`config.mk`:
```
export PLATFORM = sky130hd
export DESIGN_NAME = dpram_fifo_ctrl
export DESIGN_NICKNAME = d
export VERILOG_FILES = /design/src/rtl/dpram_fifo_ctrl_pkg.sv /design/src/rtl/dpram_fifo_ctrl.sv
export SDC_FILE = /design/constraint.sdc
export NUM_CORES = 1
export LEC_CHECK = 0
export BUFFER_PORTS_ARGS = -buffer_cell sky130_fd_sc_hd__clkbuf_2
export CORE_MARGIN = 4
export CORE_UTILIZATION = 40
export CTS_BUF_LIST = sky130_fd_sc_hd__clkbuf_4 sky130_fd_sc_hd__clkbuf_8
export DETAILED_ROUTE_END_ITERATION = 12
export PLACE_DENSITY = 0.84
export SYNTH_ARGS = -nofsm -noshare
export SYNTH_HDL_FRONTEND = slang
export SYNTH_SLANG_ARGS = --single-unit
```
`constraint.sdc`:
```
create_clock -name clk -period 6.32 [get_ports clk]
set_input_delay 0.632 -clock clk [delete_from_list [all_inputs] [get_ports clk]]
set_output_delay 0.632 -clock clk [all_outputs]
set_load 0.01 [all_outputs]
```
`src/rtl/dpram_fifo_ctrl_pkg.sv`:
```
// dpram_fifo_ctrl_pkg: shared defaults and depth helper for the dual-port RAM FIFO controller.
package dpram_fifo_ctrl_pkg;
   localparam int DEF_DATA_W    = 12;
   localparam int DEF_ADDR_W    = 3;
   localparam int DEF_AFULL_TH  = 6;
   localparam int DEF_AEMPTY_TH = 2;
   function automatic int depth_of(input int addr_w);
      return 1 << addr_w;
   endfunction
endpackage

```
`src/rtl/dpram_fifo_ctrl.sv`:
```
// dpram_fifo_ctrl: FIFO controller driving a single-clock true dual-port RAM (port A write, port B read).
// Optional high-water-mark output enabled by defining DPRAM_FIFO_HWM_EN.
module dpram_fifo_ctrl
   import dpram_fifo_ctrl_pkg::*;
#(
   parameter int DATA_W    = DEF_DATA_W,
   parameter int ADDR_W    = DEF_ADDR_W,
   parameter int AFULL_TH  = DEF_AFULL_TH,
   parameter int AEMPTY_TH = DEF_AEMPTY_TH
) (
   input  logic              clk,
   input  logic              reset_L,
   input  logic              push,
   input  logic [DATA_W-1:0] push_data,
   input  logic              pop,
   output logic [DATA_W-1:0] pop_data,
   output logic              pop_valid,
   output logic              full,
   output logic              empty,
   output logic              almost_full,
   output logic              almost_empty,
   output logic [ADDR_W:0]   fifo_count,
   output logic              overflow_err,
   output logic              underflow_err,
   output logic [DATA_W-1:0] ram_data_a,
   output logic [ADDR_W-1:0] ram_addr_a,
   output logic              ram_we_a,
   output logic [DATA_W-1:0] ram_data_b,
   output logic [ADDR_W-1:0] ram_addr_b,
   output logic              ram_we_b,
   input  logic [DATA_W-1:0] ram_q_b
`ifdef DPRAM_FIFO_HWM_EN
   ,
   output logic [ADDR_W:0]   hwm
`endif
);
   localparam logic [ADDR_W:0] DEPTH_C  = (ADDR_W+1)'(depth_of(ADDR_W));
   localparam logic [ADDR_W:0] AFULL_C  = (ADDR_W+1)'(AFULL_TH);
   localparam logic [ADDR_W:0] AEMPTY_C = (ADDR_W+1)'(AEMPTY_TH);
   localparam logic [ADDR_W:0] ONE_C    = (ADDR_W+1)'(1);
   logic [ADDR_W-1:0] r_wr_ptr, r_rd_ptr;
   logic [ADDR_W:0]   r_count, w_count_nxt;
   logic              r_pop_valid, r_ovf, r_unf;
   logic              w_push_acc, w_pop_acc;
   assign full         = r_count == DEPTH_C;
   assign empty        = r_count == '0;
   assign almost_full  = r_count >= AFULL_C;
   assign almost_empty = r_count <= AEMPTY_C;
   assign fifo_count   = r_count;
   assign w_push_acc   = push & ~full;
   assign w_pop_acc    = pop & ~empty;
   assign w_count_nxt  = (w_push_acc & ~w_pop_acc) ? r_count + ONE_C :
                         (w_pop_acc & ~w_push_acc) ? r_count - ONE_C : r_count;
   assign ram_data_a    = push_data;
   assign ram_addr_a    = r_wr_ptr;
   assign ram_we_a      = w_push_acc;
   assign ram_data_b    = '0;
   assign ram_addr_b    = r_rd_ptr;
   assign ram_we_b      = 1'b0;
   assign pop_data      = ram_q_b;
   assign pop_valid     = r_pop_valid;
   assign overflow_err  = r_ovf;
   assign underflow_err = r_unf;
   // Pointers wrap naturally at ADDR_W bits; RAM contents survive reset.
   always_ff @(posedge clk or negedge reset_L) begin
      if (!reset_L) begin
         r_wr_ptr    <= '0;
         r_rd_ptr    <= '0;
         r_count     <= '0;
         r_pop_valid <= 1'b0;
         r_ovf       <= 1'b0;
         r_unf       <= 1'b0;
      end else begin
         r_wr_ptr    <= w_push_acc ? r_wr_ptr + 1'b1 : r_wr_ptr;
         r_rd_ptr    <= w_pop_acc ? r_rd_ptr + 1'b1 : r_rd_ptr;
         r_count     <= w_count_nxt;
         r_pop_valid <= w_pop_acc;
         r_ovf       <= push & full;
         r_unf       <= pop & empty;
      end
   end
`ifdef DPRAM_FIFO_HWM_EN
   logic [ADDR_W:0] r_hwm;
   assign hwm = r_hwm;
   always_ff @(posedge clk or negedge reset_L) begin
      if (!reset_L)
         r_hwm <= '0;
      else if (w_count_nxt > r_hwm)
         r_hwm <= w_count_nxt;
   end
`endif
endmodule

```
==> flow_summary.json <==
{
  "hp-class": "input pin to async pin",
  "p_switching_mw": 0.192,
  "cts_sinks": 13,
  "cts_buffers": 3,
  "seq_power_share_pct": 37.0,
  "ir_drop_v": 0.000188,
  "required_ns": 6.47,
  "drtPass1Iterations": 4,
  "routed_wl_mm": 1.56,
  "r2r_end": "fifo_count[3]",
  "fin_area_um2": 905,
  "cts_root_buffer": "clkbuf_4",
  "slew_violations": 0,
  "combPwrFrac_pct": 51.3,
  "ios": 83,
  "fin_nets": 130,
  "clock_path_buffers": 2,
  "skew_ns": 0.000969,
  "start_util_pct": 43.1,
  "drv_cap": 0,
  "hold_violations": 0,
  "grt_max_degree": 14,
  "path_max_fanout": 8,
  "seq_area_frac_synth_pct": 33.5,
  "syn_to_final_growth_pct": -6.83,
  "status": "finished, final reports clean",
  "final_common_cell": "clkbuf_2",
  "critPathKind": "flop to flop",
  "vias": 576,
  "core_area_um2": 2250,
  "fin_tns_setup_ns": 0,
  "grt_overflow": 0,
  "ys_warn_count": 0,
  "syn_area_per_cell_um2": 10.1,
  "crit-reg2reg-launch": "fifo_count[0]",
  "diodes": 0,
  "grt_pass1_wl_mm": 2.51,
  "final_cells": 123,
  "multi_input_area_um2": 394,
  "power.internal_mw": 0.268,
  "post-route-min-period_ns": 2.81,
  "p_clk_share_pct": 11.7,
  "setup_viol": 0,
  "gp_congestion": 0.828,
  "placed_cells": 119,
  "cp-start-kind": "flop",
  "seq_area_um2": 325,
  "grt_usage_pct": 9.62,
  "cts_tree": "yes",
  "drive_gt1_share_pct": 33.7,
  "drt-wirelength-per-cell_um": 12.7,
  "reg2reg_slack_ns": 3.51,
  "r2r_cells": 9,
  "die_w_um": 57.3,
  "switching_share_pct": 41.7,
  "cts-resized-gates": 0,
  "place.port_buffers": 21,
  "place_area_um2": 875,
  "via_per_inst": 4.68,
  "drc_errors": 0,
  "crit_arrival_ns": 2.96,
  "endpoint": "fifo_count[3]",
  "p_per_area_nw_per_um2": 508,
  "synth.distinct_cells": 31,
  "max_freq_mhz": 356,
  "htreeDepth": 1,
  "antenna_left": 0,
  "layout_common_cells": "clkbuf_2, conb_1, dfrtp_1",
  "std_cell_rows": 17,
  "synth_area_um2": 971,
  "crit_start": "fifo_count[0]",
  "end_kind": "flop",
  "die_area_um2": 3280,
  "grt_pass1_vias": 550,
  "antenna_found_initial": 0,
  "period_share_pct": 44.4,
  "fillers": 232,
  "power.total_mw": 0.459,
  "fin_hold_ws_ns": 0.240,
  "clk_latency_ns": 0.27,
  "drtIter0Drc": 12,
  "ys_ff_latch": 13,
  "postSynthCellCount": 96,
  "dp_hpwl_mm": 1.34,
  "clk_pin_slew_ns": 0.07,
  "leakage_nw": 0.459,
  "cts.hold.buffers_added": 0,
  "die_h_um": 57.3,
  "rsz0062_at_grt": "false",
  "post-cts-setup-buffers": 0
}
-- cell usage after synthesis (all sizes together) --
master  number  area [µm²]
a2111o       1        11.3
a211oi       1        7.51
a21o         1        7.51
a21oi        2        10.0
and2         2        12.5
buf         37         278
clkbuf       1        3.75
conb         1        3.75
dfrtp       13         325
fa           1        20.0
ha           5        62.6
inv          4        15.0
mux2         3        37.5
mux2i        1        10.0
nand2        4        17.5
nand2b       1        8.76
nand3        3        15.0
nand3b       1        7.51
nor3         1        5.00
nor4         1        12.5
o211ai       2        15.0
o21ai        1        5.00
or3          1        6.26
or4          1        7.51
or4b         1        13.8
xnor2        5        43.8
xor2         1        8.76
-- state kept, by name (all words and copies together) (netlist names) --
name / count
ram_addr_a: 3
ram_addr_b: 3
fifo_count: 4
overflow_err: 1
underflow_err: 1
pop_valid: 1
-- per-layer routing --
| metal | vias up | track usage, % | routed length (µm) | part of all wire (%) |
|---|---|---|---|---|
| met5 | - | 0 | 0 | 0 |
| met4 | 0 | 4.97 | 26 | 1.7 |
| met3 | 4 | 4.75 | 221 | 14 |
| met2 | 38 | 15.5 | 746 | 48 |
| met1 | 266 | 10.4 | 562 | 36 |
| li1 | 268 | - | - | - |
-- area by class of cell --
class / count / area share (%)
tap: 28 / 3.87
timing repair buffer: 21 / 11.6
clock buffer: 4 / 3.32
multi-input combinational: 53 / 43.6
inverter: 4 / 1.66
sequential: 13 / 36.0
-- worst min path at each step --
stage | startpoint | end | cells after the start
2_1_floorplan | reset_L | fifo_count[0] | 0
3_3_place_gp | ram_addr_a[2] | ram_addr_a[2] | 1
3_5_place_dp | ram_addr_b[2] | ram_addr_b[2] | 1
4_1_cts | reset_L | underflow_err | 1
5_1_grt | reset_L | underflow_err | 1
6_report | reset_L | overflow_err | 1
-- stage by stage --
step | setup WS [ns] | utilization, %
after floorplan | 3.60 | -
final | 3.51 | 40.1
after global routing | 3.35 | 40.1
after CTS | 3.51 | 40.1
after global placement | 3.61 | 38.8
after detailed placement | 3.51 | 38.8
-- power groups by stage --
stage / logic [mW] / clock network (mW) / registers (mW)
6_report: 0.235 / 0.0539 / 0.170
5_1_grt: 0.265 / 0.0605 / 0.178
4_1_cts: 0.241 / 0.0566 / 0.171
3_5_place_dp: 0.241 / 0 / 0.173
3_3_place_gp: 0.231 / 0 / 0.170
2_1_floorplan: 0.166 / 0 / 0.182
-- logic make-up after synthesis --
| group | Yosys count | share of synthesized area, % |
|---|---|---|
| buffers and inverters | 42 | 30.5 |
| and+or+nand+nor | 16 | 11.0 |
| DFF | 13 | 33.5 |
| AOI/OAI and AO/OA | 8 | 5.80 |
| adders and majority gates | 6 | 8.51 |
| xor gates and xnor gates | 6 | 5.41 |
| muxes | 4 | 4.90 |
| other | 1 | 0.386 |
-- critical path, cell delays in order (launching register included) --
cell      delay (ns)
dfrtp_1         0.49
or4b_4          0.60
nand2_2         0.11
inv_1           0.06
ha_1            0.25
inv_1           0.16
ha_1            0.30
or4_1           0.51
o211ai_1        0.10
o211ai_1        0.10
Note: power is estimated with default switching activity, not from simulation.
